`config.mk`:
```
export PLATFORM = sky130hd
export DESIGN_NAME = scs8hd_a2111oi_bist_ctrl
export DESIGN_NICKNAME = d
export VERILOG_FILES = /design/src/rtl/scs8hd_a2111oi_bist_ctrl.sv
export SDC_FILE = /design/constraint.sdc
export NUM_CORES = 1
export LEC_CHECK = 0
export ABC_CLOCK_PERIOD_IN_PS = 2000
export BUFFER_PORTS_ARGS = -buffer_cell sky130_fd_sc_hd__buf_2
export CAP_MARGIN = 20
export CORE_MARGIN = 2
export CORE_UTILIZATION = 38
export CTS_BUF_LIST = sky130_fd_sc_hd__clkbuf_4 sky130_fd_sc_hd__clkbuf_8 sky130_fd_sc_hd__clkbuf_16
export CTS_CLUSTER_SIZE = 24
export DETAILED_ROUTE_END_ITERATION = 10
export PLACE_DENSITY = 0.68
export SETUP_SLACK_MARGIN = 0.3
export SLEW_MARGIN = 10
export SYNTH_ARGS = -nofsm -noshare
export SYNTH_HDL_FRONTEND = slang
export SYNTH_SLANG_ARGS = --single-unit
```
`constraint.sdc`:
```
create_clock -name CLK -period 2 [get_ports CLK]
set_input_delay 0.4 -clock CLK [delete_from_list [all_inputs] [get_ports CLK]]
set_output_delay 0.4 -clock CLK [all_outputs]
set_load 0.02 [all_outputs]
```
`src/rtl/scs8hd_a2111oi_bist_ctrl.sv`:
```
// rtl/scs8hd_a2111oi_bist_ctrl.sv - BIST sequencer for one a2111oi cell under test
// Applies all 32 vectors, samples the cell after a settle delay and counts mismatches.
module scs8hd_a2111oi_bist_ctrl #(
  parameter int SETTLE_CYCLES = 0,
  parameter int ERRW          = 8
) (
  input  logic            CLK,
  input  logic            RESETB,
  input  logic            START,
  input  logic            ABORT,
  input  logic            Y_DUT,
  output logic            A1_DRV,
  output logic            A2_DRV,
  output logic            B1_DRV,
  output logic            C1_DRV,
  output logic            D1_DRV,
  output logic            BUSY,
  output logic            DONE,
  output logic            PASS,
  output logic [ERRW-1:0] ERR_CNT,
  output logic [4:0]      FIRST_FAIL
);

  typedef enum logic [1:0] {ST_IDLE, ST_SETTLE, ST_DONE} state_t;

  localparam logic [3:0]      SETTLE_LOAD = 4'(SETTLE_CYCLES);
  localparam logic [ERRW-1:0] ERR_MAX     = {ERRW{1'b1}};

  state_t          state, state_n;
  logic [4:0]      idx, idx_n;
  logic [3:0]      cnt, cnt_n;
  logic [4:0]      drv, drv_n;
  logic            busy, busy_n;
  logic            done, done_n;
  logic            pass, pass_n;
  logic [ERRW-1:0] err, err_n;
  logic [4:0]      ffail, ffail_n;

  logic            exp_y;
  logic            match;
  logic [ERRW-1:0] err_upd;

  // Vector map is idx = {D1,C1,B1,A2,A1}.
  assign exp_y = ~((idx[0] & idx[1]) | idx[2] | idx[3] | idx[4]);

  always_ff @(posedge CLK or negedge RESETB) begin
    if (!RESETB) begin
      state <= ST_IDLE;
      idx   <= '0;
      cnt   <= '0;
      drv   <= '0;
      busy  <= 1'b0;
      done  <= 1'b0;
      pass  <= 1'b0;
      err   <= '0;
      ffail <= '0;
    end else begin
      state <= state_n;
      idx   <= idx_n;
      cnt   <= cnt_n;
      drv   <= drv_n;
      busy  <= busy_n;
      done  <= done_n;
      pass  <= pass_n;
      err   <= err_n;
      ffail <= ffail_n;
    end
  end

  always_comb begin
    state_n = state;
    idx_n   = idx;
    cnt_n   = cnt;
    drv_n   = drv;
    busy_n  = busy;
    done_n  = 1'b0;
    pass_n  = pass;
    err_n   = err;
    ffail_n = ffail;
    err_upd = err;
    // An X or Z on Y_DUT fails the equality and is counted as a mismatch.
    match   = 1'b0;
    if (Y_DUT == exp_y) match = 1'b1;

    case (state)
      ST_IDLE: begin
        drv_n  = '0;
        busy_n = 1'b0;
        if (START && !ABORT) begin
          state_n = ST_SETTLE;
          idx_n   = '0;
          drv_n   = '0;
          cnt_n   = SETTLE_LOAD;
          busy_n  = 1'b1;
          err_n   = '0;
          ffail_n = '0;
          pass_n  = 1'b0;
        end
      end
      ST_SETTLE: begin
        if (ABORT) begin
          state_n = ST_IDLE;
          busy_n  = 1'b0;
          drv_n   = '0;
          pass_n  = 1'b0;
        end else if (cnt != 4'd0) begin
          cnt_n = cnt - 4'd1;
        end else begin
          if (!match) begin
            if (err != ERR_MAX) err_upd = err + 1'b1;
            if (err == '0) ffail_n = idx;
          end
          err_n = err_upd;
          if (idx != 5'd31) begin
            idx_n = idx + 5'd1;
            drv_n = idx + 5'd1;
            cnt_n = SETTLE_LOAD;
          end else begin
            state_n = ST_DONE;
            busy_n  = 1'b0;
            drv_n   = '0;
            done_n  = 1'b1;
            pass_n  = (err_upd == '0);
          end
        end
      end
      ST_DONE: begin
        state_n = ST_IDLE;
        if (ABORT) pass_n = 1'b0;
      end
      default: begin
        state_n = ST_IDLE;
        busy_n  = 1'b0;
        drv_n   = '0;
      end
    endcase
  end

  assign {D1_DRV, C1_DRV, B1_DRV, A2_DRV, A1_DRV} = drv;
  assign BUSY       = busy;
  assign DONE       = done;
  assign PASS       = pass;
  assign ERR_CNT    = err;
  assign FIRST_FAIL = ffail;

endmodule
```
==> run_summary.xml, run 1 <==
<?xml version="1.0" encoding="UTF-8"?>
<metrics>
  <group name="routing">
    <metric name="route.antenna.remaining_nets" unit="">0</metric>
    <metric name="drt_first_pass_iters" unit="">4</metric>
    <metric name="routed_wire_length_per_instance" unit="um">14.6</metric>
    <metric name="vias" unit="">1604</metric>
    <metric name="detail_route.drc_violations" unit="">0</metric>
    <metric name="routed_via_density" unit="">5.38</metric>
    <metric name="initialDrtViolationCount" unit="">80</metric>
    <metric name="routed_wl" unit="mm">4.34</metric>
  </group>
  <group name="die">
    <metric name="placement_rows" unit="">24</metric>
    <metric name="die_width" unit="um">72.1</metric>
    <metric name="design.die.area" unit="sq mm">0.00520</metric>
    <metric name="core_area" unit="sq mm">0.00441</metric>
    <metric name="io_pins" unit="">26</metric>
    <metric name="floorplan.initialDensity" unit="">0.399</metric>
    <metric name="die_h" unit="um">72.1</metric>
  </group>
  <group name="worst_setup_path">
    <metric name="worst-r2r-cell-count" unit="">8</metric>
    <metric name="ff2ff_setup_slack" unit="ns">-0.20</metric>
    <metric name="rr_startpoint" unit="">idx[1]</metric>
    <metric name="critical_path_arrival" unit="ns">2.43</metric>
    <metric name="critical_path_class" unit="">flip-flop to flip-flop</metric>
    <metric name="worstPathMaxFanout" unit="">4</metric>
    <metric name="worst_r2r_end" unit="">PASS</metric>
    <metric name="critical_path_source_type" unit="">flip-flop</metric>
    <metric name="cp-end-kind" unit="">flip-flop</metric>
    <metric name="cp.required" unit="ns">2.23</metric>
  </group>
  <group name="logic_synthesis">
    <metric name="synthDominantAreaCellType" unit="">sky130_fd_sc_hd__dfrtp_1</metric>
    <metric name="yosys_top_cell_area_share" unit="">0.454</metric>
    <metric name="synth.lib_cells_used.distinct" unit="">47</metric>
    <metric name="synthCells" unit="">184</metric>
    <metric name="yosysWarningCount" unit="">0</metric>
    <metric name="synth_top_cells_by_area" unit="">sky130_fd_sc_hd__dfrtp_1, sky130_fd_sc_hd__o21ai_0, sky130_fd_sc_hd__ha_1, sky130_fd_sc_hd__a22o_1, sky130_fd_sc_hd__nand2_1</metric>
    <metric name="ys_dominant_reg_cell" unit="">sky130_fd_sc_hd__dfrtp_1</metric>
    <metric name="yosys_register_bits" unit="">32</metric>
    <metric name="synth_edf_count" unit="">0</metric>
    <metric name="synth.cell_area" unit="sq mm">0.00176</metric>
    <metric name="async_reset_ff_frac" unit="">1.00</metric>
    <metric name="synth_seq_area_share" unit="">0.454</metric>
    <metric name="syn-num-nets" unit="">196</metric>
    <metric name="syn_avg_cell_area" unit="sq um">9.58</metric>
  </group>
  <group name="place">
    <metric name="post_dp_cell_area" unit="sq mm">0.00221</metric>
    <metric name="placement.io_buffers" unit="">25</metric>
    <metric name="dp.final_hpwl" unit="mm">3.16</metric>
    <metric name="routabilityCongestion" unit="">0.940</metric>
  </group>
  <group name="cts">
    <metric name="clock_tree_from_tritoncts" unit="">done</metric>
    <metric name="cts_htree_levels" unit="">2</metric>
    <metric name="clockRootBuffer" unit="">sky130_fd_sc_hd__clkbuf_8</metric>
    <metric name="cts_made_buffers" unit="">5</metric>
    <metric name="clk-insertion-delay-late" unit="ns">0.29</metric>
    <metric name="clk_transition_reported_paths" unit="ns">0.07</metric>
    <metric name="clock_sink_count" unit="">32</metric>
    <metric name="max-clock-path-buffers" unit="">2</metric>
  </group>
  <group name="sta">
    <metric name="layout_worst_path_cycle_share" unit="">1.10</metric>
    <metric name="grt_setup_unrepaired" unit="">yes</metric>
    <metric name="finalWorstPathRequiredPeriod" unit="ns">2.20</metric>
    <metric name="worst_setup_slack_after_layout" unit="ns">-0.199</metric>
    <metric name="finalClockSkew" unit="ns">0.00799</metric>
    <metric name="setup_violations" unit="">3</metric>
    <metric name="hold_viol_final" unit="">0</metric>
    <metric name="finalMaxSlewViolations" unit="">0</metric>
    <metric name="max-slew-margin-rel" unit="">0.524</metric>
    <metric name="worst_slew_pin_slew" unit="ns">0.715</metric>
    <metric name="hold-worst-slack" unit="ns">0.157</metric>
    <metric name="max_clock_freq" unit="MHz">455</metric>
  </group>
  <group name="pwr">
    <metric name="pwr_density" unit="mW/mm^2">816</metric>
    <metric name="vdd_drop_max" unit="V">0.000518</metric>
    <metric name="static-leakage-power" unit="nW">1.18</metric>
  </group>
  <group name="global_routing">
    <metric name="gr-usage-all-layers" unit="">0.181</metric>
    <metric name="maximum_number_of_pins_on_one_net_before_global_route_repair" unit="">33</metric>
    <metric name="gr-total-overflow" unit="">0</metric>
    <metric name="grt_first_pass_wirelength" unit="mm">7.28</metric>
    <metric name="vias_in_the_first_global_route" unit="">1539</metric>
    <metric name="antenna_violations_before_repair" unit="">0</metric>
  </group>
  <group name="finish">
    <metric name="postLayoutCoreUtil" unit="">0.561</metric>
    <metric name="fraction_of_layout_instances_using_a_drive_strength_above_1" unit="">0.435</metric>
    <metric name="finalInstanceArea" unit="sq mm">0.00248</metric>
    <metric name="finish.net_count" unit="">257</metric>
    <metric name="num-fill-cells" unit="">398</metric>
    <metric name="insertedDiodeCount" unit="">0</metric>
    <metric name="area_growth" unit="%">40.5</metric>
  </group>
  <group name="worst_hold_path">
    <metric name="hold_crit_path_type" unit="">primary input to asynchronous set/reset pin</metric>
  </group>
  <group name="run_status">
    <metric name="violations" unit="">negative setup slack</metric>
    <metric name="status" unit="">finished, violations left</metric>
  </group>
  <group name="job">
    <metric name="drv.max_cap_violation_count" unit="">0</metric>
  </group>
</metrics>
-- flip-flops by register name (all words and copies together), names as in the netlist --
register,flops
state,2
idx,5
PASS,1
cnt,4
drv,5
ERR_CNT,8
FIRST_FAIL,5
DONE,1
BUSY,1
-- repair_timing --
item / 4_1_cts / 5_1_grt
hold endpoints to repair: 0 / 0
hold buffers: 0 / 0
setup buffers: 4 / 0
pin swaps: 20 / 6
endpoints found under the setup margin: 27 / 29
gates resized for setup: 28 / 11
-- layout make-up --
class,count,area [sq um],share of cell area
Multi-Input combinational cell,137,1070,0.434
Sequential cell,32,803,0.324
Timing Repair Buffer,60,407,0.164
Clock buffer,6,82.6,0.0334
Tap cell,52,65.1,0.0263
Inverter,9,33.8,0.0136
Clock inverter,2,10.0,0.00404
-- stage by stage --
stage	power (mW)	TNS, ns	setup WS, ns	std cells
after floorplan	1.16	-0.444	-0.173	184
after global placement	1.38	-0.581	-0.115	286
after detailed placement	1.40	-0.663	-0.187	286
after CTS	2.00	-0.283	-0.155	298
after global routing	2.14	-0.996	-0.269	298
final	2.02	-0.358	-0.199	298
-- cell usage after synthesis, types with 5 or more instances --
library cell,n
sky130_fd_sc_hd__dfrtp_1,32
sky130_fd_sc_hd__nand2_1,19
sky130_fd_sc_hd__o21ai_0,18
sky130_fd_sc_hd__nor2_1,12
sky130_fd_sc_hd__a22o_1,9
sky130_fd_sc_hd__inv_1,9
sky130_fd_sc_hd__nand3_1,8
sky130_fd_sc_hd__ha_1,7
sky130_fd_sc_hd__nor3_1,6
sky130_fd_sc_hd__a21oi_1,5
sky130_fd_sc_hd__and3_1,5
sky130_fd_sc_hd__clkbuf_1,5
-- cells by family after synthesis --
kind of cell | synth area share
and+or+nand+nor | 0.221
AOI/OAI and AO/OA | 0.201
DFF | 0.454
buffers and inverters | 0.0326
adders and majority gates | 0.0497
xor gates and xnor gates | 0.0291
muxes | 0.0128
-- cells in the final DEF, fill, tap and decap left out, types with 4 or more instances in the layout --
cell type,count
sky130_fd_sc_hd__nor3_1,4
sky130_fd_sc_hd__a22o_1,9
sky130_fd_sc_hd__nor2_1,10
sky130_fd_sc_hd__dfrtp_1,30
sky130_fd_sc_hd__nand3_1,7
sky130_fd_sc_hd__buf_6,5
sky130_fd_sc_hd__buf_2,25
sky130_fd_sc_hd__buf_4,30
sky130_fd_sc_hd__o21ai_0,11
sky130_fd_sc_hd__clkbuf_8,6
sky130_fd_sc_hd__o21ai_2,5
sky130_fd_sc_hd__inv_1,6
sky130_fd_sc_hd__nand2_1,17
-- power breakdown --
group / switching, mW / leakage, nW / internal (mW) / total, mW
sequential: 0.0853 / 0.435 / 0.727 / 0.812
combinational: 0.344 / 0.689 / 0.346 / 0.690
clock: 0.243 / 0.0510 / 0.274 / 0.518
-- critical path: stages, from the launching register on --
cell                       delay [ns]
sky130_fd_sc_hd__dfrtp_1         0.38
sky130_fd_sc_hd__ha_2            0.19
sky130_fd_sc_hd__inv_2           0.06
sky130_fd_sc_hd__ha_4            0.11
sky130_fd_sc_hd__nor3b_4         0.22
sky130_fd_sc_hd__xnor2_2         0.12
sky130_fd_sc_hd__or4_1           0.49
sky130_fd_sc_hd__a222oi_1        0.39
sky130_fd_sc_hd__a31o_1          0.19
-- per-layer routing --
metal	up-vias	part of all wire	global-route usage
met5	-	0	0
met4	0	0.019	0.0776
met3	9	0.050	0.0486
met2	41	0.47	0.276
met1	747	0.46	0.244
li1	807	-	-
-- worst max-delay path by stage --
stage	from	to	slack (ns)	cells past startpoint
detailed placement	idx[1]	PASS	-0.19	8
finish	idx[1]	PASS	-0.20	8
floorplan	idx[0]	PASS	-0.17	8
global placement	idx[1]	PASS	-0.12	8
CTS	idx[1]	PASS	-0.16	8
global route	idx[1]	PASS	-0.27	8
No activity file was read; power rests on OpenSTA's default activity.
==> inputs of run 2 (changes only) <==
--- a/config.mk
+++ b/config.mk
@@ -5,6 +5,7 @@
 export SDC_FILE = /design/constraint.sdc
 export NUM_CORES = 1
 export LEC_CHECK = 0
+export ABC_AREA = 1
 export ABC_CLOCK_PERIOD_IN_PS = 2000
 export BUFFER_PORTS_ARGS = -buffer_cell sky130_fd_sc_hd__buf_2
 export CAP_MARGIN = 20
==> run 2 against run 1 <==
  * The flow now finishes without violations
  * Design area is 9.9% lower
  * Routed wire length shrank 7.6%
  * Register-to-register slack better by 0.46 ns
  * Global-route usage shrank 1.5 points
  * Critical path depth unchanged
  * First-iteration DRC count increased by 44%
  * Clock power up 19%
  * Total power up 11%
  * Cell count is 5.7% higher
  * Worst setup slack better by 0.46 ns
  * Sequential share of layout area increased by 3.4 points
  * Combinational power increased by 19%
  * Largest cell class unchanged
==> run_summary.xml, run 2 <==
<?xml version="1.0" encoding="UTF-8"?>
<metrics>
  <group name="worst_setup_path">
    <metric name="worst-r2r-cell-count" unit="">8</metric>
    <metric name="critical_path_source_type" unit="">flip-flop</metric>
    <metric name="critical_path_arrival" unit="ns">1.91</metric>
    <metric name="rr_startpoint" unit="">idx[0]</metric>
    <metric name="critical_path.startpoint" unit="">idx[0]</metric>
    <metric name="critical_path_class" unit="">flip-flop to flip-flop</metric>
    <metric name="cp-end-kind" unit="">flip-flop</metric>
    <metric name="cp.required" unit="ns">2.17</metric>
    <metric name="worstPathMaxFanout" unit="">5</metric>
  </group>
  <group name="logic_synthesis">
    <metric name="synth_edf_count" unit="">0</metric>
    <metric name="ys_dominant_reg_cell" unit="">sky130_fd_sc_hd__dfrtp_1</metric>
    <metric name="synthDominantAreaCellType" unit="">sky130_fd_sc_hd__dfrtp_1</metric>
    <metric name="syn-num-nets" unit="">237</metric>
    <metric name="most_numerous_cell_types_in_the_synthesized_netlist" unit="">sky130_fd_sc_hd__nand2_1, sky130_fd_sc_hd__dfrtp_1, sky130_fd_sc_hd__inv_1</metric>
    <metric name="yosys_register_bits" unit="">32</metric>
    <metric name="yosysWarningCount" unit="">0</metric>
    <metric name="async_reset_ff_frac" unit="">1.00</metric>
    <metric name="syn_avg_cell_area" unit="sq um">7.89</metric>
    <metric name="synth_seq_area_share" unit="">0.451</metric>
    <metric name="synthCells" unit="">225</metric>
    <metric name="synth.cell_area" unit="sq mm">0.00178</metric>
    <metric name="yosys_top_cell_area_share" unit="">0.451</metric>
    <metric name="synth.lib_cells_used.distinct" unit="">25</metric>
    <metric name="most_common_cell_in_the_synthesized_netlist" unit="">sky130_fd_sc_hd__nand2_1</metric>
    <metric name="synth_top_cells_by_area" unit="">sky130_fd_sc_hd__dfrtp_1, sky130_fd_sc_hd__nand2_1, sky130_fd_sc_hd__nand3_1, sky130_fd_sc_hd__inv_1, sky130_fd_sc_hd__ha_1</metric>
  </group>
  <group name="sta">
    <metric name="totalNegativeSetupSlack" unit="ns">0</metric>
    <metric name="worst_slew_pin_slew" unit="ns">0.676</metric>
    <metric name="finalMaxSlewViolations" unit="">0</metric>
    <metric name="finalWorstPathRequiredPeriod" unit="ns">1.73</metric>
    <metric name="max_clock_freq" unit="MHz">577</metric>
    <metric name="finalClockSkew" unit="ns">0.00709</metric>
    <metric name="hold_viol_final" unit="">0</metric>
    <metric name="layout_worst_path_cycle_share" unit="">0.867</metric>
    <metric name="grt_setup_unrepaired" unit="">yes</metric>
    <metric name="max-slew-margin-rel" unit="">0.549</metric>
    <metric name="setup_violations" unit="">0</metric>
  </group>
  <group name="finish">
    <metric name="layout_common_cells" unit="">sky130_fd_sc_hd__nand2_1, sky130_fd_sc_hd__dfrtp_1, sky130_fd_sc_hd__buf_2</metric>
    <metric name="postLayoutCoreUtil" unit="">0.506</metric>
    <metric name="multiInputGateArea" unit="sq um">952</metric>
    <metric name="area_growth" unit="%">25.7</metric>
    <metric name="register_area" unit="sq um">801</metric>
    <metric name="insertedDiodeCount" unit="">0</metric>
    <metric name="fraction_of_layout_instances_using_a_drive_strength_above_1" unit="">0.293</metric>
    <metric name="layout_commonest_cell" unit="">sky130_fd_sc_hd__nand2_1</metric>
    <metric name="largest_register_ff_count" unit="">8</metric>
    <metric name="finish.net_count" unit="">274</metric>
    <metric name="finalInstanceArea" unit="sq mm">0.00223</metric>
    <metric name="num-fill-cells" unit="">416</metric>
  </group>
  <group name="routing">
    <metric name="routed_wire_length_per_instance" unit="um">12.7</metric>
    <metric name="initialDrtViolationCount" unit="">115</metric>
    <metric name="detail_route.drc_violations" unit="">0</metric>
    <metric name="routed_via_density" unit="">5.09</metric>
    <metric name="drt_first_pass_iters" unit="">4</metric>
    <metric name="routed_wl" unit="mm">4.01</metric>
    <metric name="vias" unit="">1603</metric>
    <metric name="route.antenna.remaining_nets" unit="">0</metric>
  </group>
  <group name="place">
    <metric name="placement.io_buffers" unit="">25</metric>
    <metric name="dp.final_hpwl" unit="mm">2.86</metric>
    <metric name="post_dp_cell_area" unit="sq mm">0.00195</metric>
    <metric name="routabilityCongestion" unit="">0.842</metric>
  </group>
  <group name="die">
    <metric name="io_pins" unit="">26</metric>
    <metric name="design.die.area" unit="sq mm">0.00524</metric>
    <metric name="floorplan.initialDensity" unit="">0.402</metric>
    <metric name="core_area" unit="sq mm">0.00441</metric>
    <metric name="placement_rows" unit="">24</metric>
    <metric name="die_h" unit="um">72.4</metric>
    <metric name="die_width" unit="um">72.4</metric>
  </group>
  <group name="global_routing">
    <metric name="gr-usage-all-layers" unit="">0.167</metric>
    <metric name="gr-total-overflow" unit="">0</metric>
    <metric name="maximum_number_of_pins_on_one_net_before_global_route_repair" unit="">33</metric>
    <metric name="antenna_violations_before_repair" unit="">0</metric>
    <metric name="grt_first_pass_wirelength" unit="mm">6.73</metric>
    <metric name="vias_in_the_first_global_route" unit="">1540</metric>
  </group>
  <group name="cts">
    <metric name="clockRootBuffer" unit="">sky130_fd_sc_hd__clkbuf_8</metric>
    <metric name="clock_sink_count" unit="">32</metric>
    <metric name="clock_tree_from_tritoncts" unit="">done</metric>
    <metric name="max-clock-path-buffers" unit="">2</metric>
    <metric name="cts_htree_levels" unit="">2</metric>
    <metric name="clk-insertion-delay-late" unit="ns">0.29</metric>
    <metric name="clk_transition_reported_paths" unit="ns">0.07</metric>
    <metric name="ctsHoldBuffers" unit="">0</metric>
    <metric name="cts_made_buffers" unit="">5</metric>
  </group>
  <group name="pwr">
    <metric name="static-leakage-power" unit="nW">1.16</metric>
    <metric name="total_power" unit="mW">2.25</metric>
    <metric name="vdd_drop_max" unit="V">0.000535</metric>
    <metric name="pwr_density" unit="mW/mm^2">1010</metric>
  </group>
  <group name="worst_hold_path">
    <metric name="hold_crit_path_type" unit="">primary input to asynchronous set/reset pin</metric>
  </group>
  <group name="job">
    <metric name="drv.max_cap_violation_count" unit="">0</metric>
  </group>
  <group name="run_status">
    <metric name="status" unit="">complete, no violations</metric>
  </group>
</metrics>
==> run 2: changes by cell type after synthesis, sizes merged, moves of 4 or more <==
cell	delta
nand2	+49
inv	+21
nand3	+16
a22o	-10
nor2	+9
o22ai	+7
and3	-6
clkbuf	-5
nor3	-4
==> run 2: layer usage <==
layer | share of wire | GRT usage | vias up
met4 | 0.0090 | 0.0608 | 0
met2 | 0.50 | 0.273 | 47
met3 | 0.057 | 0.0528 | 5
li1 | - | - | 809
met1 | 0.44 | 0.206 | 742
met5 | 0 | 0 | -
==> run 2: area by class of cell <==
| cell class | instances | area share |
|---|---|---|
| Multi-Input combinational cell | 161 | 0.427 |
| Sequential cell | 32 | 0.359 |
| Timing Repair Buffer | 32 | 0.0796 |
| Inverter | 30 | 0.0561 |
| Clock buffer | 6 | 0.0342 |
| Tap cell | 52 | 0.0291 |
| Clock inverter | 2 | 0.0157 |
==> run 2: timing repair <==
item | in CTS | in global routing
gates resized for setup | 21 | 18
buffers inserted | 3 | 1
setup endpoints to repair | 11 | 22
pin swaps | 5 | 6
gates cloned | 1 | 0
==> run 2: kinds of logic (layout without fill, tap and decap cells) <==
logic type / after synthesis / count (layout) / synth area share
xor gates and xnor gates: 1 / 1 / 0.00493
AOI/OAI and AO/OA: 32 / 32 / 0.111
adders and majority gates: 7 / 7 / 0.0493
and+or+nand+nor: 120 / 121 / 0.300
buffers and inverters: 33 / 70 / 0.0839
DFF: 32 / 32 / 0.451
==> run 2: final timing paths <==
check / end / slack, ns
max in group asynchronous: ERR_CNT[5] / 1.42
setup reg to reg: cnt[3] / 0.27
hold / removal: cnt[1] / 0.15
setup / recovery: cnt[3] / 0.27
min in group CLK: BUSY / 0.46
hold reg to reg: drv[1] / 0.48
==> run 2: power breakdown <==
part	leakage, nW	internal [mW]	switching (mW)	total [mW]
clock network	0.0586	0.383	0.233	0.616
logic	0.664	0.300	0.521	0.821
registers	0.437	0.742	0.0672	0.809
total	1.16	1.42	0.822	2.25
==> run 2: worst max-delay path: stages, from the launching register on <==
cell	delay, ns
sky130_fd_sc_hd__dfrtp_1	0.36
sky130_fd_sc_hd__ha_2	0.18
sky130_fd_sc_hd__inv_2	0.06
sky130_fd_sc_hd__nor3_4	0.12
sky130_fd_sc_hd__ha_2	0.20
sky130_fd_sc_hd__nand4_1	0.18
sky130_fd_sc_hd__o21ai_4	0.26
sky130_fd_sc_hd__o21ai_1	0.10
sky130_fd_sc_hd__nor3b_2	0.16
==> run 2: stage by stage <==
stage                     instances  hold WS (ns)  setup WS (ns)
after detailed placement        302         0.461         0.0912
after global routing            315         0.218          0.117
after CTS                       314         0.177          0.286
after global placement          302         0.465          0.187
final                           315         0.147          0.266
after floorplan                 225         0.104          0.373
